$ cat src/rtl/dram_timing_ctrl_if.sv
// Command/status bundle between the DRAM command FSM and its timing engine.
// The command FSM drives cmd_valid/cmd; the timing engine returns busy, done pulses and refresh status.
interface dram_timing_ctrl_if;
    logic       cmd_valid;
    logic [2:0] cmd;
    logic       busy;
    logic       init_done;
    logic       tACT_done;
    logic       tRD_done;
    logic       tWR_done;
    logic       tPRE_done;
    logic       tREF_done;
    logic       rf_req;
    logic       rf_overdue;
    logic       cmd_err;

    modport master (
        output cmd_valid, cmd,
        input  busy, init_done, tACT_done, tRD_done, tWR_done, tPRE_done, tREF_done,
        input  rf_req, rf_overdue, cmd_err
    );

    modport slave (
        input  cmd_valid, cmd,
        output busy, init_done, tACT_done, tRD_done, tWR_done, tPRE_done, tREF_done,
        output rf_req, rf_overdue, cmd_err
    );
endinterface

$ cat src/rtl/dram_timing_ctrl.sv
// Timing engine for the DRAM command FSM: power-up wait, per-command delays, refresh interval.
// One command in flight at a time; every delay is counted in clk cycles.
//
// state         | meaning
// --------------+-------------------------------------------------
// ST_INIT       | power-up wait, cnt_q counts up to T_INIT-1
// ST_IDLE       | ready, accepts ACT/RD/WR/PRE/REF
// ST_WAIT_ACT   | counting tRCD, cnt_q counts down to 0
// ST_WAIT_RD    | counting CL + burst
// ST_WAIT_WR    | counting burst + write recovery
// ST_WAIT_PRE   | counting tRP
// ST_WAIT_REF   | counting tRFC
module dram_timing_ctrl #(
    parameter int CNT_W     = 16,
    parameter int T_INIT    = 200,
    parameter int T_RCD     = 10,
    parameter int T_CL      = 10,
    parameter int T_WR      = 12,
    parameter int T_RP      = 10,
    parameter int T_RFC     = 260,
    parameter int T_REFI    = 6240,
    parameter int BURST_LEN = 4
) (
    input logic                 CLK,
    input logic                 RST,
    dram_timing_ctrl_if.slave   bus
);

    typedef enum logic [2:0] {
        ST_INIT,
        ST_IDLE,
        ST_WAIT_ACT,
        ST_WAIT_RD,
        ST_WAIT_WR,
        ST_WAIT_PRE,
        ST_WAIT_REF
    } state_t;

    localparam logic [2:0] CMD_NOP = 3'd0;
    localparam logic [2:0] CMD_ACT = 3'd1;
    localparam logic [2:0] CMD_RD  = 3'd2;
    localparam logic [2:0] CMD_WR  = 3'd3;
    localparam logic [2:0] CMD_PRE = 3'd4;
    localparam logic [2:0] CMD_REF = 3'd5;

    // Wait counters are loaded with N-1 so the done pulse lands exactly N edges after acceptance.
    localparam logic [CNT_W-1:0] INIT_LAST = CNT_W'(T_INIT - 1);
    localparam logic [CNT_W-1:0] LD_ACT    = CNT_W'(T_RCD - 1);
    localparam logic [CNT_W-1:0] LD_RD     = CNT_W'(T_CL + BURST_LEN - 1);
    localparam logic [CNT_W-1:0] LD_WR     = CNT_W'(T_WR + BURST_LEN - 1);
    localparam logic [CNT_W-1:0] LD_PRE    = CNT_W'(T_RP - 1);
    localparam logic [CNT_W-1:0] LD_REF    = CNT_W'(T_RFC - 1);
    localparam logic [CNT_W-1:0] REFI_LAST = CNT_W'(T_REFI - 1);

    state_t           state_q,      state_d;
    logic [CNT_W-1:0] cnt_q,        cnt_d;
    logic [CNT_W-1:0] ref_cnt_q,    ref_cnt_d;
    logic             init_done_q,  init_done_d;
    logic             act_done_q,   act_done_d;
    logic             rd_done_q,    rd_done_d;
    logic             wr_done_q,    wr_done_d;
    logic             pre_done_q,   pre_done_d;
    logic             ref_done_q,   ref_done_d;
    logic             rf_req_q,     rf_req_d;
    logic             rf_overdue_q, rf_overdue_d;
    logic             cmd_err_q,    cmd_err_d;

    logic in_wait;
    logic cmd_rsvd;
    logic ref_acc;
    logic ref_wrap;

    always_ff @(posedge CLK) begin
        if (RST) begin
            state_q      <= ST_INIT;
            cnt_q        <= '0;
            ref_cnt_q    <= '0;
            init_done_q  <= 1'b0;
            act_done_q   <= 1'b0;
            rd_done_q    <= 1'b0;
            wr_done_q    <= 1'b0;
            pre_done_q   <= 1'b0;
            ref_done_q   <= 1'b0;
            rf_req_q     <= 1'b0;
            rf_overdue_q <= 1'b0;
            cmd_err_q    <= 1'b0;
        end else begin
            state_q      <= state_d;
            cnt_q        <= cnt_d;
            ref_cnt_q    <= ref_cnt_d;
            init_done_q  <= init_done_d;
            act_done_q   <= act_done_d;
            rd_done_q    <= rd_done_d;
            wr_done_q    <= wr_done_d;
            pre_done_q   <= pre_done_d;
            ref_done_q   <= ref_done_d;
            rf_req_q     <= rf_req_d;
            rf_overdue_q <= rf_overdue_d;
            cmd_err_q    <= cmd_err_d;
        end
    end

    always_comb begin
        state_d     = state_q;
        cnt_d       = cnt_q;
        init_done_d = init_done_q;
        act_done_d  = 1'b0;
        rd_done_d   = 1'b0;
        wr_done_d   = 1'b0;
        pre_done_d  = 1'b0;
        ref_done_d  = 1'b0;
        cmd_err_d   = 1'b0;

        in_wait  = (state_q != ST_INIT) && (state_q != ST_IDLE);
        cmd_rsvd = (bus.cmd > CMD_REF);
        ref_acc  = (state_q == ST_IDLE) && bus.cmd_valid && (bus.cmd == CMD_REF);

        // Rejected commands never disturb the state or counters.
        if (bus.cmd_valid &&
            (cmd_rsvd || (state_q == ST_INIT) || (in_wait && (bus.cmd != CMD_NOP)))) begin
            cmd_err_d = 1'b1;
        end

        case (state_q)
            ST_INIT: begin
                if (cnt_q == INIT_LAST) begin
                    state_d     = ST_IDLE;
                    init_done_d = 1'b1;
                    cnt_d       = '0;
                end else begin
                    cnt_d = cnt_q + 1'b1;
                end
            end
            ST_IDLE: begin
                if (bus.cmd_valid) begin
                    case (bus.cmd)
                        CMD_ACT: begin state_d = ST_WAIT_ACT; cnt_d = LD_ACT; end
                        CMD_RD:  begin state_d = ST_WAIT_RD;  cnt_d = LD_RD;  end
                        CMD_WR:  begin state_d = ST_WAIT_WR;  cnt_d = LD_WR;  end
                        CMD_PRE: begin state_d = ST_WAIT_PRE; cnt_d = LD_PRE; end
                        CMD_REF: begin state_d = ST_WAIT_REF; cnt_d = LD_REF; end
                        default: ;
                    endcase
                end
            end
            default: begin
                if (cnt_q == '0) begin
                    state_d = ST_IDLE;
                    case (state_q)
                        ST_WAIT_ACT: act_done_d = 1'b1;
                        ST_WAIT_RD:  rd_done_d  = 1'b1;
                        ST_WAIT_WR:  wr_done_d  = 1'b1;
                        ST_WAIT_PRE: pre_done_d = 1'b1;
                        ST_WAIT_REF: ref_done_d = 1'b1;
                        default: ;
                    endcase
                end else begin
                    cnt_d = cnt_q - 1'b1;
                end
            end
        endcase
    end

    // Refresh interval is free-running once init completes; a wrap beats a same-edge REF clear.
    always_comb begin
        ref_wrap  = init_done_q && (ref_cnt_q == REFI_LAST);
        ref_cnt_d = ref_cnt_q;
        if (init_done_q) begin
            ref_cnt_d = ref_wrap ? '0 : ref_cnt_q + 1'b1;
        end

        rf_req_d = rf_req_q;
        if (ref_wrap) begin
            rf_req_d = 1'b1;
        end else if (ref_acc) begin
            rf_req_d = 1'b0;
        end
        rf_overdue_d = ref_wrap && rf_req_q;
    end

    assign bus.busy       = (state_q != ST_INIT) && (state_q != ST_IDLE);
    assign bus.init_done  = init_done_q;
    assign bus.tACT_done  = act_done_q;
    assign bus.tRD_done   = rd_done_q;
    assign bus.tWR_done   = wr_done_q;
    assign bus.tPRE_done  = pre_done_q;
    assign bus.tREF_done  = ref_done_q;
    assign bus.rf_req     = rf_req_q;
    assign bus.rf_overdue = rf_overdue_q;
    assign bus.cmd_err    = cmd_err_q;

endmodule

$ cat src/flat_wrapper.sv
// flat-port wrapper written by rule: the top's interface ports become plain ports
module dram_timing_ctrl_flat 
#(
    parameter int CNT_W     = 16,
    parameter int T_INIT    = 200,
    parameter int T_RCD     = 10,
    parameter int T_CL      = 10,
    parameter int T_WR      = 12,
    parameter int T_RP      = 10,
    parameter int T_RFC     = 260,
    parameter int T_REFI    = 6240,
    parameter int BURST_LEN = 4
)
  (CLK, RST, bus_cmd_valid, bus_cmd, bus_busy, bus_init_done, bus_tACT_done, bus_tRD_done, bus_tWR_done, bus_tPRE_done, bus_tREF_done, bus_rf_req, bus_rf_overdue, bus_cmd_err);
  dram_timing_ctrl_if bus_i ();
  input logic CLK;
  input logic RST;
  input wire logic [$bits(bus_i.cmd_valid)-1:0] bus_cmd_valid;
  input wire logic [$bits(bus_i.cmd)-1:0] bus_cmd;
  output wire logic [$bits(bus_i.busy)-1:0] bus_busy;
  output wire logic [$bits(bus_i.init_done)-1:0] bus_init_done;
  output wire logic [$bits(bus_i.tACT_done)-1:0] bus_tACT_done;
  output wire logic [$bits(bus_i.tRD_done)-1:0] bus_tRD_done;
  output wire logic [$bits(bus_i.tWR_done)-1:0] bus_tWR_done;
  output wire logic [$bits(bus_i.tPRE_done)-1:0] bus_tPRE_done;
  output wire logic [$bits(bus_i.tREF_done)-1:0] bus_tREF_done;
  output wire logic [$bits(bus_i.rf_req)-1:0] bus_rf_req;
  output wire logic [$bits(bus_i.rf_overdue)-1:0] bus_rf_overdue;
  output wire logic [$bits(bus_i.cmd_err)-1:0] bus_cmd_err;
  assign bus_i.cmd_valid = bus_cmd_valid;
  assign bus_i.cmd = bus_cmd;
  assign bus_busy = bus_i.busy;
  assign bus_init_done = bus_i.init_done;
  assign bus_tACT_done = bus_i.tACT_done;
  assign bus_tRD_done = bus_i.tRD_done;
  assign bus_tWR_done = bus_i.tWR_done;
  assign bus_tPRE_done = bus_i.tPRE_done;
  assign bus_tREF_done = bus_i.tREF_done;
  assign bus_rf_req = bus_i.rf_req;
  assign bus_rf_overdue = bus_i.rf_overdue;
  assign bus_cmd_err = bus_i.cmd_err;
  dram_timing_ctrl #(.CNT_W(CNT_W), .T_INIT(T_INIT), .T_RCD(T_RCD), .T_CL(T_CL), .T_WR(T_WR), .T_RP(T_RP), .T_RFC(T_RFC), .T_REFI(T_REFI), .BURST_LEN(BURST_LEN)) u_core (.CLK(CLK), .RST(RST), .bus(bus_i));
endmodule
$ cat config.mk
export PLATFORM = sky130hd
export DESIGN_NAME = dram_timing_ctrl_flat
export DESIGN_NICKNAME = d
export VERILOG_FILES = /design/src/rtl/dram_timing_ctrl_if.sv /design/src/rtl/dram_timing_ctrl.sv /design/src/flat_wrapper.sv
export SDC_FILE = /design/constraint.sdc
export NUM_CORES = 1
export LEC_CHECK = 0
export CORE_ASPECT_RATIO = 2
export CORE_MARGIN = 3
export CORE_UTILIZATION = 45
export CTS_BUF_LIST = sky130_fd_sc_hd__clkbuf_8
export DETAILED_ROUTE_END_ITERATION = 10
export GPL_TIMING_DRIVEN = 0
export PLACE_DENSITY_LB_ADDON = 0.25
export SYNTH_ARGS = -nofsm -noshare
export SYNTH_HDL_FRONTEND = slang
export SYNTH_SLANG_ARGS = --single-unit
$ cat constraint.sdc
create_clock -name CLK -period 4.75 [get_ports CLK]
set_clock_uncertainty 0.15 [all_clocks]
set_input_delay 0.7125 -clock CLK [delete_from_list [all_inputs] [get_ports CLK]]
set_output_delay 0.7125 -clock CLK [all_outputs]
set_load 0.03 [all_outputs]
==> results of run 1 <==
[stage by stage]
step	utilization	instances
final	0.526	422
after global routing	0.526	422
after CTS	0.526	422
after detailed placement	0.498	414
after global placement	0.498	414
after floorplan	-	342
[layout make-up]
cell class              instances  share of cell area
plain buffers                  23              0.0350
clock buffers                   5              0.0229
clock inverters                 3              0.0300
inverters                      11              0.0138
multi-input cells             264               0.543
flip-flops and latches         44               0.293
well taps                      61              0.0254
repair buffers                 11              0.0367
[layout by cell type (no fill, tap or decap), types with 6 or more instances in the layout]
| cell | instances |
|---|---|
| a21oi_1 | 25 |
| clkbuf_1 | 16 |
| clkdlybuf4s50_1 | 11 |
| dfxtp_1 | 44 |
| inv_1 | 10 |
| nand2_1 | 25 |
| nand2b_1 | 6 |
| nand3_1 | 22 |
| nand4_1 | 12 |
| nor2_1 | 36 |
| nor3_1 | 17 |
| nor4_1 | 8 |
| o21ai_0 | 9 |
| o21ai_1 | 7 |
| xnor2_1 | 7 |
| xor2_1 | 12 |
[power groups by stage]
stage | registers [mW] | logic, mW | clock network, mW
floorplan | 0.383 | 0.0372 | 0
global placement | 0.383 | 0.0522 | 0
detailed placement | 0.383 | 0.0534 | 0
CTS | 0.375 | 0.0536 | 0.407
global route | 0.376 | 0.0594 | 0.418
finish | 0.375 | 0.0553 | 0.400
[state kept, by name (all words and copies together), names as in the netlist]
register and cells:
u_core.bus.tWR_done 1, u_core.bus.tRD_done 1, u_core.cnt_q 16, u_core.bus.cmd_err 1, u_core.bus.tREF_done 1, u_core.bus.rf_req 1, u_core.bus.tACT_done 1, u_core.ref_cnt_q 16
u_core.bus.tPRE_done 1, u_core.bus.rf_overdue 1, u_core.state_q 3, u_core.bus.init_done 1
[routing by layer]
| metal | vias up | share of wire |
|---|---|---|
| met2 | 131 | 0.52 |
| li1 | 1304 | - |
| met3 | 57 | 0.059 |
| met1 | 1312 | 0.33 |
| met5 | - | 0 |
| met4 | 0 | 0.088 |
[worst min path at each step]
stage	from	to	slack, ns	cells past startpoint
3_5_place_dp	u_core.bus.rf_req	u_core.bus.rf_req	0.33	2
2_1_floorplan	u_core.ref_cnt_q[1]	u_core.ref_cnt_q[1]	0.32	2
3_3_place_gp	u_core.bus.rf_req	u_core.bus.rf_req	0.33	2
6_report	u_core.bus.rf_req	u_core.bus.rf_req	0.34	2
5_1_grt	u_core.bus.rf_req	u_core.bus.rf_overdue	0.37	1
4_1_cts	u_core.bus.rf_req	u_core.bus.rf_req	0.35	2
[kinds of logic after synthesis]
kind of cell | after synthesis | synth area share
simple gates | 155 | 0.309
compound gates | 87 | 0.228
flops | 44 | 0.332
buf+inv | 34 | 0.0551
xor+xnor | 19 | 0.0626
fa+ha+maj | 3 | 0.0141
[worst reg2reg max path, stage by stage, from the launching register on]
cell,delay (ns)
dfxtp_1,0.47
ha_1,0.34
nand4_1,0.25
nor4_2,0.53
nor2_1,0.22
clkbuf_1,0.34
a211oi_1,0.36
nor4_2,0.08
==> impl_metrics.ini, run 1 <==
[status]
status = completed

[placement]
gpl.final_weighted_congestion = 0.963
post-dp-hpwl_um = 6130
placed_cell_area_um2 = 2840
pre_cts_ws_ns = 1.44
port-buffer-count = 11

[pwr]
switching_share = 0.216
p_clk_frac = 0.482
peakVddDrop_mv = 0.407
power_density_nw_per_um2 = 277
p_leak_nw = 1.04
internal_power_mw = 0.651
switchingPower_mw = 0.180
total_power_mw = 0.830
seq_power_share = 0.452
combinationalPowerShare = 0.067

[worst_setup_path]
worstPathCellList = clkbuf_1, nor2_1, clkbuf_1, inv_1, clkbuf_1, clkdlybuf4s50_1
path_class = flop to primary output
critical_path.top_delay_family = buffers and inverters
cp.depth = 6
crit_arrival_ns = 2.89
crit_start = u_core.state_q[1]
crit_path_end_kind = primary output
start_kind = flop
ff2ff_setup_slack_ns = 1.88
critPathMaxStageDelay_ns = 0.78
r2r_end = u_core.cnt_q[13]
cp.buffers_inverters = 5
rr_worst_depth = 7
reg2reg_from = u_core.cnt_q[0]
cp.required_ns = 3.89
cpMostUsedCell = clkbuf_1
crit_path_end = bus_busy
critical_path_peak_fanout = 10
cpMaxStageDelayCell = clkdlybuf4s50_1

[clocking]
cts.reportedPaths.clkPinSlew_ns = 0.09
htree_levels = 2
clockBufferDepth = 2
postCtsSetupRepairBufs = 0
clock-sinks = 44
cts_tree = yes
ctsHoldBuffers = 0
numCtsBuffers = 5
cts_resized = 0
clock_latency_ns = 0.31
cts-root-buf = clkbuf_8

[die]
core_um2 = 5710
core.rowCount = 39
num_io_pins = 16
die_area_um2 = 6920
die_x_um = 60.3
start_util = 0.465
die_h_um = 115

[layout]
multi_input_area_um2 = 1630
nets = 369
area_growth_pct = 13.0
diodes = 0
regArea_um2 = 881
drive_above_1_share = 0.0693
fin_area_um2 = 3000
nFillCells = 549

[sta]
drv_slew = 0
timing.hold.ws_ns = 0.342
maxSlewHeadroom = 0.399
fmax_mhz = 266
setup_viol = 0
hold_violations = 0
tightest_slew_ns = 0.896
period_minus_slack_ns = 3.75
fin_ws_ns = 0.996
fin_tns_setup_ns = 0
rsz0062_at_grt = no
fin_crit_sh = 0.790

[global_route]
grt_pass1_wl_um = 13000
grt_overflow = 0
grtUsageTotal = 0.253
grt_busiest_layer = met2
grtUsageMet3 = 0.0519
use_met2 = 0.452
grtUsageMet1 = 0.224
grt_max_degree = 15
grt_pass1_vias = 2739
grt_antenna_before_repair = 0

[synthesis]
synth_area_um2 = 2660
synth_most_common_cell = dfxtp_1
ys.flop_type = dfxtp_1
ys_seq_area_frac = 0.332
yosys_register_bits = 44
synth_edf_count = 0
synth_top_area_frac = 0.332
yosysWarnings = 0
yosysUniqueCellTypes = 60
synthCells = 342
synth_commonest_cells = 44 x dfxtp_1, 36 x nor2_1, 25 x a21oi_1, 25 x nand2_1, 22 x nand3_1
avgSynthCellArea_um2 = 7.77
syn-num-nets = 351
synthTopCellsByArea = dfxtp_1 33%, nor2_1 5.1%, a21oi_1 4.7%
synthArstFlopShare = 0
yosysTopAreaCell = dfxtp_1

[drt]
ant_nets = 0
viasPerCell = 6.64
drtIter0Drc = 243
drtPass1Iterations = 4
drc = 0
vias = 2804
routedWlPerCell_um = 19.5
routed_wl_um = 8220

[worst_hold_path]
hp-class = flop to flop

[run]
cap_violations = 0
Note: power is estimated with default switching activity, not from simulation.
==> run 2: changes to the inputs <==
==> constraint.sdc (replaced) <==
create_clock -name CLK -period 3.9 [get_ports CLK]
set_clock_uncertainty 0.15 [all_clocks]
set_input_delay 0.585 -clock CLK [delete_from_list [all_inputs] [get_ports CLK]]
set_output_delay 0.585 -clock CLK [all_outputs]
set_load 0.03 [all_outputs]
==> results of run 2 <==
The final DEF is identical to that of run 1. Status: completed.
Main changes from that run: setup slack after placement 1.44 ns -> 0.719 ns; setup slack after layout 0.996 ns -> 0.274 ns; register-to-register setup slack 1.88 ns -> 1.03 ns; total power 0.830 mW -> 1.01 mW; worst IR drop on VDD 0.407 mV -> 0.496 mV
==> run 3: changes to the inputs <==
--- a/config.mk
+++ b/config.mk
@@ -5,6 +5,7 @@
 export SDC_FILE = /design/constraint.sdc
 export NUM_CORES = 1
 export LEC_CHECK = 0
+export CAP_MARGIN = 15
 export CORE_ASPECT_RATIO = 2
 export CORE_MARGIN = 3
 export CORE_UTILIZATION = 45
==> results of run 3 <==
The final DEF is identical to that of run 1. Status: completed.
Main changes from that run: setup slack after placement 1.44 ns -> 0.719 ns; setup slack after layout 0.996 ns -> 0.274 ns; register-to-register setup slack 1.88 ns -> 1.03 ns; total power 0.830 mW -> 1.01 mW; worst IR drop on VDD 0.407 mV -> 0.496 mV
